<file path="src/rtl/fifo_rd_stream.sv">
// fifo_rd_stream: FIFO read port to valid/ready stream adapter with a 2-entry skid buffer.
module fifo_rd_stream #(
    parameter int DATA_WIDTH = 18,
    parameter int CNT_WIDTH  = 16
) (
    input  logic                  CLK_i,
    input  logic                  RST_i,
    input  logic                  FLUSH_i,
    input  logic                  EMPTY_i,
    input  logic                  UNDERRUN_i,
    input  logic [DATA_WIDTH-1:0] RDATA_i,
    output logic                  REN_o,
    output logic                  M_VALID_o,
    input  logic                  M_READY_i,
    output logic [DATA_WIDTH-1:0] M_DATA_o,
    output logic [CNT_WIDTH-1:0]  WORD_CNT_o,
    output logic                  ERR_o
);
    logic [1:0] occ, occ_p, lvl;
    logic infl, pop, ovf, err;
    logic [DATA_WIDTH-1:0] b0, b1, b0_n, b1_n;
    logic [CNT_WIDTH-1:0] cnt;
    always_comb begin
        pop   = (occ != 2'd0) & M_READY_i & ~FLUSH_i;
        lvl   = occ + {1'b0, infl} - {1'b0, pop};
        REN_o = ~RST_i & ~FLUSH_i & ~EMPTY_i & ~lvl[1];
        occ_p = occ - {1'b0, pop};
        // the in-flight word lands in the first free slot after this cycle's pop
        ovf   = infl & (occ_p == 2'd2);
        b0_n  = (infl && occ_p == 2'd0) ? RDATA_i : (pop ? b1 : b0);
        b1_n  = (infl && occ_p == 2'd1) ? RDATA_i : b1;
    end
    always_ff @(posedge CLK_i) begin
        if (RST_i) begin
            occ  <= 2'd0;
            infl <= 1'b0;
            b0   <= '0;
            b1   <= '0;
            cnt  <= '0;
            err  <= 1'b0;
        end else begin
            occ  <= FLUSH_i ? 2'd0 : occ_p + {1'b0, infl & ~ovf};
            infl <= REN_o;
            b0   <= b0_n;
            b1   <= b1_n;
            cnt  <= cnt + CNT_WIDTH'(pop);
            err  <= err | UNDERRUN_i | (ovf & ~FLUSH_i);
        end
    end
    assign M_VALID_o  = occ != 2'd0;
    assign M_DATA_o   = b0;
    assign WORD_CNT_o = cnt;
    assign ERR_o      = err;
endmodule

</file>
<file path="config.mk">
export PLATFORM = sky130hd
export DESIGN_NAME = fifo_rd_stream
export DESIGN_NICKNAME = d
export VERILOG_FILES = /design/src/rtl/fifo_rd_stream.sv
export SDC_FILE = /design/constraint.sdc
export NUM_CORES = 1
export LEC_CHECK = 0
export ABC_CLOCK_PERIOD_IN_PS = 2600
export CORE_MARGIN = 5
export CORE_UTILIZATION = 35
export DETAILED_ROUTE_END_ITERATION = 10
export SLEW_MARGIN = 20
export SYNTH_ARGS = -nofsm -noshare
export SYNTH_HDL_FRONTEND = slang
export SYNTH_SLANG_ARGS = --single-unit
export TNS_END_PERCENT = 1
</file>
<file path="constraint.sdc">
create_clock -name CLK_i -period 2.6 [get_ports CLK_i]
set_input_delay 0.52 -clock CLK_i [delete_from_list [all_inputs] [get_ports CLK_i]]
set_output_delay 0.52 -clock CLK_i [all_outputs]
set_load 0.03 [all_outputs]
</file>
After elaboration in Yosys (flattened, before gate mapping)
Index checks and enable logic that the tools add are counted.
{"block": "totals", "regBits": 56, "latchBits": 0, "mem_bits_rw": 0, "rom_bits": 0, "input_bits": 24, "output_inout_bits": 37, "word_cells": 36, "mem_count": 0}
{"block": "classes", "addsub": 5, "n_mul": 0, "n_div": 0, "order_cmp": 0, "eq_ne": 2, "n_shift": 0, "n_mux": 2, "n_bitwise": 15, "reduce_logical": 6}
{"cell": "$mux 18", "count": 2}
{"cell": "$add 16x1->16", "count": 1}
{"cell": "$and 1x1->1", "count": 8}
{"cell": "$not 1->1", "count": 5}
{"cell": "$add 2x1->2", "count": 2}
{"cell": "$reduce_bool 2->1", "count": 2}
{"cell": "$sub 2x1->2", "count": 2}
{"cell": "$eq 2x1->1 const B", "count": 1}
{"cell": "$eq 2x2->1 const B", "count": 1}
{"cell": "$logic_and 1x1->1", "count": 2}
{"cell": "$logic_not 2->1", "count": 1}
{"cell": "$or 1x1->1", "count": 2}
{"cell": "$reduce_or 2->1", "count": 1}

Logic depth before layout (Yosys ltp)
Gate-level depths: netlist (run 1).
{"block": "depth", "ltp_word": 9, "ltp_mapped": 10, "depth_no_buf": 8}

Worst setup path before layout (run 1)
Ideal clock, no wire load.
{"block": "synth_path", "path_type": "in2out", "from": "input port FLUSH_i", "to": "output port REN_o", "arrival_ns": 1.949, "t_required_ns": 2.080, "slack_ns": 0.131, "stages": 5, "path_buffers": 1, "cell_sequence": "nand2b_4 -> clkbuf_1 -> a21oi_1 -> a211oi_1 -> nor4_1"}
{"block": "synth_between", "elab_chain_len": 5, "elab_cells_between_ends": 7, "classes_between": "1 x add/sub; 6 x bitwise"}
{"item": "start: declaration", "line": "8", "source": "input logic FLUSH_i,"}
{"item": "$not 1->1 *", "line": "24, 26"}
{"item": "$and 1x1->1", "line": "24", "source": "pop = (occ != 2'd0) & M_READY_i & ~FLUSH_i;"}
{"item": "$sub 2x1->2", "line": "25", "source": "lvl = occ + {1'b0, infl} - {1'b0, pop};"}
{"item": "$not 1->1", "line": "26", "source": "REN_o = ~RST_i & ~FLUSH_i & ~EMPTY_i & ~lvl[1];"}
{"item": "$and 1x1->1 *", "line": "26"}
{"item": "end: declaration", "line": "12", "source": "output logic REN_o,"}
Every way passes the cells marked *; elsewhere a longest branch is shown, timed or not.

Worst setup path after layout (run 1)
Same ends and word-level chain as after synthesis.

==> flow_metrics.tcl, run 1 <==
set metrics [dict create \
    globalRouteTotalUtil_pct 14.6 \
    ctsRootBufferMaster "clkbuf_8" \
    area.sequential_sq_mm 0.00112 \
    post-route-period-util_pct 93.5 \
    relSlewSlack_pct 60.6 \
    detail-route-antenna-nets 0 \
    synth_area_per_cell_sq_um 8.11 \
    max_clock_freq_mhz 411 \
    num_vias 2191 \
    min-delay-path-class "flop to flop" \
    largest_stage_delay_on_the_critical_path_ns 0.43 \
    number_of_buffers_inserted_during_clock_tree_synthesis 5 \
    htree_num_levels 2 \
    rsz_0062_raised_after_global_routing "false" \
    layout_cell_share_with_drive_strength_beyond_1_pct 9.66 \
    layout_common_cells "nand2_1, clkdlybuf4s50_1, dfxtp_1" \
    timing_worst_slew_pin_value_ns 0.591 \
    finish.net_count 377 \
    ys_seq_elements 56 \
    floorplan.die.width_um 91.5 \
    pin_count_of_the_biggest_net_entering_global_routing 57 \
    final_cell_count_no_fill 429 \
    globalRouteOverflowTotal 0 \
    detail_route.vias_per_cell 5.11 \
    layout.cell_area.non_filler_sq_mm 0.00321 \
    cap_violations 0 \
    r2r_path_start "occ[1]" \
    grt_first_pass_wirelength_um 10100 \
    rows 29 \
    synth_area_leaders "dfxtp_1, nand2_1, a311oi_1" \
    area_of_the_multi_input_gates_sq_mm 0.00113 \
    filler_cell_count 648 \
    placeableCoreArea_sq_mm 0.00642 \
    finalWorstPathRequiredPeriod_ns 2.43 \
    postPlaceCellArea_sq_mm 0.00306 \
    post_synthesis_instance_area_sq_mm 0.00233 \
    clkLatencyLatePin_ns 0.31 \
    drt-initial-drc-count 114 \
    start_util_pct 36.2 \
    clock_sink_count 56 \
    crit_arrival_ns 1.91 \
    critical_path_fanout_max 12 \
    net_switching_component_of_the_power_mw 0.404 \
    cp_cell_sequence "clkdlybuf4s50_1, nand2b_4, buf_6, o21ai_1, a211oi_2, nor4_2, buf_4" \
    synth_nets 313 \
    yosys.area.top_type_share_pct 48.2 \
    timing.clock.skew_ns 0.00993 \
    max-vdd-ir-drop_mv 0.230 \
    detailed_route_wl_um 6010 \
    floorplan.io_pins 61 \
    criticalPathCategory "primary input to output pin" \
    crit_path_start "FLUSH_i" \
    firstDrtPassIters 4 \
    hold_viol 0 \
    met3RoutedLength_um 338 \
    cts_tree "yes" \
    dr_wl_met2_um 2680 \
    gp_congestion 0.767 \
    share_of_the_yosys_chip_area_belonging_to_registers_pct 48.2 \
    grt_antenna_before_repair 0 \
    critical_path.slowest_cell "clkdlybuf4s50_1" \
    die_area_sq_mm 0.00838 \
    synthDistinctLibCells 31 \
    p_int_mw 1.28 \
    p_per_area_mw_per_mm2 524 \
    layout_commonest_cell "nand2_1" \
    yosys.area.top_type "dfxtp_1" \
    hold_path.startpoint "b1[13]" \
    remaining_drc_errors 0 \
    cp_data_required_time_ns 2.08 \
    design_power_total_mw 1.68 \
    post_route_met1_wirelength_um 2920 \
    power.share.clock_pct 36.0 \
    cts.reportedPaths.clkPinSlew_ns 0.10 \
    timing.final.max_slew_violations 0 \
    report.final.setup_viol 0 \
    power.leakage_nw 1.06 \
    die_height_um 91.5 \
    finalCoreUtilization_pct 50.0 \
    critical_path.endpoint_type "output pin" \
    routed.top_layer "met4" \
    synth-warning-count 0 \
    place_inst 419 \
    share_seq_of_total_power_pct 52.7 \
    power.share.switching_pct 24.0 \
    grt_pass1_vias 2072 \
    area_delta_synth_final_pct 38.1 \
    synthCells 287 \
    route.detailed.wl_per_inst_um 14.0 \
    setup_tns_ns 0 \
    power.share.combinational_pct 11.3 \
    critical_path.startpoint_type "primary input" \
    post-dp-hpwl_um 4030 \
    n_antenna_cell 0 \
    max-clock-path-buffers 2 \
    port_buffers 60 \
    outcome "completed" \
]
==> power by group through the flow <==
stage,clock network (mW),logic [mW],registers (mW)
2_1_floorplan,0,0.0552,0.938
3_3_place_gp,0,0.187,0.907
3_5_place_dp,0,0.187,0.907
4_1_cts,0.621,0.192,0.887
5_1_grt,0.657,0.203,0.890
6_report,0.606,0.191,0.887
==> worst max-delay path: cells and delay by family <==
kind	cells	cell delay (ns)
buffers and inverters	3	0.79
AND/OR/NAND/NOR	2	0.35
AO/OA/AOI/OAI	2	0.24
==> area by class of cell <==
cell class                 count  area share [%]
inverter                       3           0.350
multi-input combinational    209            35.3
clock inverter                 2            1.21
clock buffer                   6            2.57
sequential                    56            34.9
timing repair buffer          76            22.7
tap                           77            3.00
==> state kept, by name (all words and copies together) (netlist names) <==
name,cells
WORD_CNT_o,16
ERR_o,1
b1,18
M_DATA_o,18
occ,2
infl,1
==> final timing paths <==
| path | endpoint | slack, ns | cells past startpoint |
|---|---|---|---|
| worst min-delay path | b1[13] | 0.46 | 2 |
| worst min register to register | b1[13] | 0.46 | 2 |
| worst max register to register | WORD_CNT_o[15] | 0.57 | 5 |
| worst max-delay path | REN_o | 0.17 | 7 |
==> cells in the mapped netlist <==
cell type	instances
nand2_1	61
dfxtp_1	56
nor2_1	30
a21oi_1	25
o21ai_0	25
a311oi_1	18
clkbuf_1	15
xnor2_1	9
nor3_1	5
or3_1	5
nand3_1	4
nor4_1	4
inv_1	3
nand4_1	3
a211oi_1	2
and4_1	2
buf_1	2
buf_2	2
ha_1	2
nor4b_1	2
xor2_1	2
and2_1	1
nand2b_1	1
nand2b_4	1
nand4_2	1
nor2_2	1
nor2b_1	1
o21a_1	1
or2_2	1
or3_2	1
or4_1	1
==> cells by family (layout without fill, tap and decap cells) <==
group / after synthesis / in the layout / share of synthesized area, %
xor gates and xnor gates: 11 / 11 / 4.14
DFF: 56 / 56 / 48.2
buffers and inverters: 22 / 87 / 3.66
adders and majority gates: 2 / 2 / 1.08
AOI/OAI and AO/OA: 71 / 71 / 18.5
and+or+nand+nor: 125 / 125 / 24.5
==> per-stage QoR <==
step                setup slack [ns]  hold WS (ns)
finish                         0.169         0.461
global route                  0.0272         0.475
CTS                           0.0354         0.462
detailed placement           0.00839         0.447
global placement             0.00907         0.443
floorplan                      0.131         0.437
==> repair_timing <==
| action | CTS | global route |
|---|---|---|
| resized for setup | 4 | 0 |
| hold buffers | 0 | 0 |
| pin swaps | 2 | 1 |
| setup buffers | 2 | 0 |
| setup endpoints to repair | 1 | 1 |
==> layer usage <==
metal | global-route usage (%) | vias up
met5 | 0 | -
met4 | 4.15 | 0
met3 | 4.46 | 6
met2 | 23.4 | 45
met1 | 19.1 | 1010
li1 | - | 1130
Power figures use the tool's default switching activity.
==> run 2, diff against run 1 <==
CORE_UTILIZATION = 43   (was 35)
HOLD_SLACK_MARGIN = 0.1   (was default)
PLACE_DENSITY = 0.75   (was default)
==> flow_metrics.tcl, run 2 (synthesis gave the netlist of run 1 again) <==
set metrics [dict create \
    timing_worst_slew_pin_value_ns 0.749 \
    cp_data_required_time_ns 2.08 \
    cp_cell_sequence "clkdlybuf4s50_1, nand2b_4, buf_12, a21oi_1, a211oi_1, nor4_1, buf_4" \
    detail-route-antenna-nets 0 \
    finalWorstPathRequiredPeriod_ns 2.53 \
    critical_path.slowest_cell "clkdlybuf4s50_1" \
    critical_path_fanout_max 6 \
    rows 26 \
    largest_stage_delay_on_the_critical_path_ns 0.50 \
    crit_path_start "M_READY_i" \
    holdPathStages 2 \
    critical_path.startpoint_type "primary input" \
    timing.critical_path.buf_inv 3 \
    holdPathEnd "b1[14]" \
    cts_tree "yes" \
    placeableCoreArea_sq_mm 0.00517 \
    power.leakage_nw 1.05 \
    timing.clock.skew_ns 0.00987 \
    reg2reg_to "WORD_CNT_o[8]" \
    die_height_um 83.6 \
    layout_common_cells "nand2_1, clkdlybuf4s50_1, dfxtp_1" \
    cp_top_family "buffers and inverters" \
    max-clock-path-buffers 2 \
    outcome "completed" \
    floorplan.io_pins 61 \
    clkLatencyLatePin_ns 0.31 \
    max-vdd-ir-drop_mv 0.298 \
    die_area_sq_mm 0.00698 \
    ctsRootBufferMaster "clkbuf_8" \
    p_per_area_mw_per_mm2 516 \
    layout_cell_share_with_drive_strength_beyond_1_pct 8.88 \
    min-delay-path-class "flop to flop" \
    globalRouteTotalUtil_pct 16.4 \
    firstDrtPassIters 4 \
    hold_path.startpoint "b1[14]" \
    max_clock_freq_mhz 395 \
    worstRegToRegCells 8 \
    floorplan.die.width_um 83.6 \
    start_util_pct 45.0 \
    report.final.setup_viol 0 \
    grt_antenna_before_repair 0 \
    detail_route.vias_per_cell 5.33 \
    pin_count_of_the_biggest_net_entering_global_routing 57 \
    grt_first_pass_wirelength_um 9650 \
    r2r_path_start "occ[1]" \
    timing.final.max_slew_violations 0 \
    finish.net_count 374 \
    postPlaceCellArea_sq_mm 0.00300 \
    globalRouteOverflowTotal 0 \
    layout_commonest_cell "nand2_1" \
    drt-initial-drc-count 116 \
    route.detailed.wl_per_inst_um 14.3 \
    fin_hold_ws_ns 0.461 \
    setup_tns_ns 0 \
    post-route-period-util_pct 97.3 \
    gp_congestion 0.830 \
    cap_violations 0 \
    cts.reportedPaths.clkPinSlew_ns 0.09 \
    rsz_0062_raised_after_global_routing "true" \
    worst-r2r-setup-slack_ns 0.41 \
    hold_viol 0 \
    criticalPathCategory "primary input to output pin" \
    detailed_route_wl_um 6000 \
    n_antenna_cell 0 \
    critical_path.endpoint_type "output pin" \
    area_delta_synth_final_pct 37.0 \
    htree_num_levels 2 \
    layout.cell_area.non_filler_sq_mm 0.00319 \
    relSlewSlack_pct 50.0 \
    port_buffers 60 \
    design_power_total_mw 1.65 \
    num_vias 2233 \
    grt_pass1_vias 2052 \
    post-dp-hpwl_um 3830 \
    number_of_buffers_inserted_during_clock_tree_synthesis 5 \
    clock_sink_count 56 \
    crit_arrival_ns 2.01 \
    remaining_drc_errors 0 \
    final_cell_count_no_fill 419 \
    place_inst 407 \
]
-- run 2: worst max path at each step --
stage             to  slack [ns]  depth (start not counted)
2_1_floorplan  REN_o        0.13                          5
3_3_place_gp   b1[5]       -0.24                          8
3_5_place_dp   b1[4]       -0.33                          8
4_1_cts        REN_o       -0.03                          7
5_1_grt        REN_o       -0.03                          7
6_report       REN_o        0.07                          7
-- run 2: worst min-delay path, stage by stage (launching register included) --
cell and delay [ns]:
dfxtp_1 0.32, nand2_1 0.05, a21oi_1 0.05
-- run 2: timing repair --
| item | 4_1_cts | 5_1_grt |
|---|---|---|
| gates cloned | 0 | 1 |
| pin swaps | 0 | 1 |
| buffers inserted | 0 | 3 |
| hold buffers | 0 | 0 |
| endpoints found under the setup margin | 11 | 3 |
| gates resized for setup | 2 | 6 |
-- run 2: final cells by class --
cell class / instances / area [sq um]
fillers: 443 / 1980
multi-input cells: 209 / 1140
flip-flops and latches: 56 / 1120
repair buffers: 73 / 723
well taps: 70 / 87.6
clock buffers: 6 / 72.6
clock inverters: 2 / 35.0
inverters: 3 / 11.3
-- run 2: metal layers --
layer,global-route usage (%),part of all wire [%]
met4,4.82,1.0
met1,20.7,45
met5,0,0
met2,26.8,47
met3,5.03,6.8
-- run 2: power breakdown --
| group | switching, mW | internal (mW) | total [mW] |
|---|---|---|---|
| Clock | 0.279 | 0.286 | 0.566 |
| Sequential | 0.0107 | 0.876 | 0.887 |
| Combinational | 0.104 | 0.0904 | 0.194 |
-- run 2: through the flow --
step	util (%)	setup slack [ns]
2_1_floorplan	-	0.131
3_3_place_gp	58.1	-0.241
3_5_place_dp	58.1	-0.327
4_1_cts	60.3	-0.0295
5_1_grt	61.6	-0.0281
6_report	61.6	0.0715
==> run 3, diff against run 2 <==
ABC_CLOCK_PERIOD_IN_PS = 3100   (was 2600)
CORE_UTILIZATION = 52   (was 43)
GPL_TIMING_DRIVEN = 0   (was default)
PLACE_DENSITY = 0.85   (was 0.75)
clock period = 3.1 ns   (was 2.6 ns; I/O delays follow)
==> flow_metrics.tcl, run 3 (synthesis gave the netlist of run 1 again) <==
set metrics [dict create \
    outcome "completed" \
    layout_commonest_cell "nand2_1" \
    floorplan.die.width_um 76.9 \
    finish.net_count 378 \
    ctsRootBufferMaster "clkbuf_8" \
    rows 24 \
    max-vdd-ir-drop_mv 0.291 \
    hold_path.startpoint "b1[5]" \
    cp_top_family "buffers and inverters" \
    globalRouteTotalUtil_pct 20.7 \
    grt_first_pass_wirelength_um 10300 \
    min-delay-path-class "flop to flop" \
    pin_count_of_the_biggest_net_entering_global_routing 16 \
    timing.critical_path.buf_inv 3 \
    relSlewSlack_pct 64.8 \
    cp_cell_sequence "clkdlybuf4s50_1, nand2b_4, clkbuf_2, a21oi_1, a211oi_1, nor4_1, dlygate4sd2_1" \
    reg2reg_to "M_DATA_o[15]" \
    report.final.setup_viol 0 \
    htree_num_levels 2 \
    remaining_drc_errors 0 \
    layout_common_cells "nand2_1, clkdlybuf4s50_1, dfxtp_1" \
    number_of_buffers_inserted_during_clock_tree_synthesis 5 \
    r2r_path_start "occ[1]" \
    drt-initial-drc-count 137 \
    critical_path_fanout_max 10 \
    cp_data_required_time_ns 2.48 \
    start_util_pct 53.4 \
    num_vias 2304 \
    post-route-period-util_pct 94.4 \
    fin_hold_ws_ns 0.461 \
    worstRegToRegCells 9 \
    cap_violations 0 \
    route.detailed.wl_per_inst_um 15.3 \
    setup_slack_ns 0.175 \
    worst-r2r-setup-slack_ns 0.59 \
    grt_antenna_before_repair 0 \
    die_height_um 76.9 \
    floorplan.io_pins 61 \
    timing.clock.skew_ns 0.00851 \
    n_antenna_cell 0 \
    crit_arrival_ns 2.31 \
    grt_pass1_vias 2348 \
    setup_tns_ns 0 \
    power.leakage_nw 0.990 \
    die_area_sq_mm 0.00591 \
    p_per_area_mw_per_mm2 417 \
    firstDrtPassIters 4 \
    detail_route.vias_per_cell 5.70 \
    detailed_route_wl_um 6170 \
    gp_congestion 0.825 \
    critical_path.startpoint_type "primary input" \
    max-clock-path-buffers 2 \
    port_buffers 59 \
    postPlaceCellArea_sq_mm 0.00298 \
    globalRouteOverflowTotal 0 \
    holdPathEnd "b1[5]" \
    critical_path.endpoint_type "output pin" \
    finalWorstPathRequiredPeriod_ns 2.93 \
    critical_path.slowest_cell "clkdlybuf4s50_1" \
    cts.reportedPaths.clkPinSlew_ns 0.09 \
    largest_stage_delay_on_the_critical_path_ns 0.52 \
    post-dp-hpwl_um 4420 \
    layout.cell_area.non_filler_sq_mm 0.00307 \
    cts_tree "yes" \
    criticalPathCategory "primary input to output pin" \
    holdPathStages 2 \
    max_clock_freq_mhz 342 \
    timing.final.max_slew_violations 0 \
    timing_worst_slew_pin_value_ns 0.528 \
    rsz_0062_raised_after_global_routing "true" \
    layout_cell_share_with_drive_strength_beyond_1_pct 5.11 \
    hold_viol 0 \
    clkLatencyLatePin_ns 0.30 \
    clock_sink_count 56 \
    place_worst_setup_slack_ns -0.666 \
    area_delta_synth_final_pct 31.7 \
    critical_path_depth 7 \
    detail-route-antenna-nets 0 \
    placeableCoreArea_sq_mm 0.00435 \
    cts_hold_buf 0 \
]
==> run 3: cell types whose count changed in the layout (fill, tap and decap cells not counted), moves of 2 or more <==
| cell | delta |
|---|---|
| dlygate4sd2_1 | +2 |
| clkbuf_2 | +3 |
| buf_1 | +2 |
| buf_4 | -12 |
| clkbuf_1 | +11 |
==> run 3: how the worst max path moves through the flow <==
stage	from	end	slack, ns
5_1_grt	M_READY_i	M_DATA_o[9]	-0.02
4_1_cts	M_READY_i	occ[1]	0.14
3_5_place_dp	FLUSH_i	b1[10]	-0.67
6_report	M_READY_i	REN_o	0.17
3_3_place_gp	FLUSH_i	b1[11]	-0.63
2_1_floorplan	FLUSH_i	REN_o	0.43
==> run 3: layout make-up <==
type	count	area, sq um
multi-input combinational	209	1130
buffer	18	73.8
sequential	56	1120
timing repair buffer	59	588
clock inverter	1	5.00
tap	52	65.1
inverter	3	11.3
clock buffer	6	72.6
fill	370	1290
==> run 3: worst min-delay path, stage by stage, from the launching register on <==
cell and delay [ns]:
dfxtp_1 0.32, nand2_1 0.05, a21oi_1 0.05
==> run 3: stage by stage <==
stage	cells	util (%)	power, mW
2_1_floorplan	287	-	0.833
3_3_place_gp	398	68.5	0.911
3_5_place_dp	398	68.5	0.914
4_1_cts	405	70.4	1.28
5_1_grt	404	70.4	1.32
6_report	404	70.4	1.28
==> run 3: repair_timing <==
item,4_1_cts,5_1_grt
cloned,0,0
setup endpoints to repair,31,22
resized for setup,6,2
buffers inserted,0,0
pin swaps,0,0
==> run 3: per-layer routing <==
layer / global-route usage, % / wire (um) / vias to the layer above
li1: - / - / 1133
met1: 22.9 / 2520 / 1091
met2: 37.9 / 3180 / 74
met3: 5.85 / 401 / 6
met4: 6.12 / 67 / 0
met5: 0 / 0 / -
==> run 3: where the power goes <==
part,total [mW],leakage [nW],switching [mW],internal (mW)
registers,0.744,0.454,0.00931,0.735
logic,0.153,0.495,0.0869,0.0664
clock network,0.380,0.0410,0.225,0.155
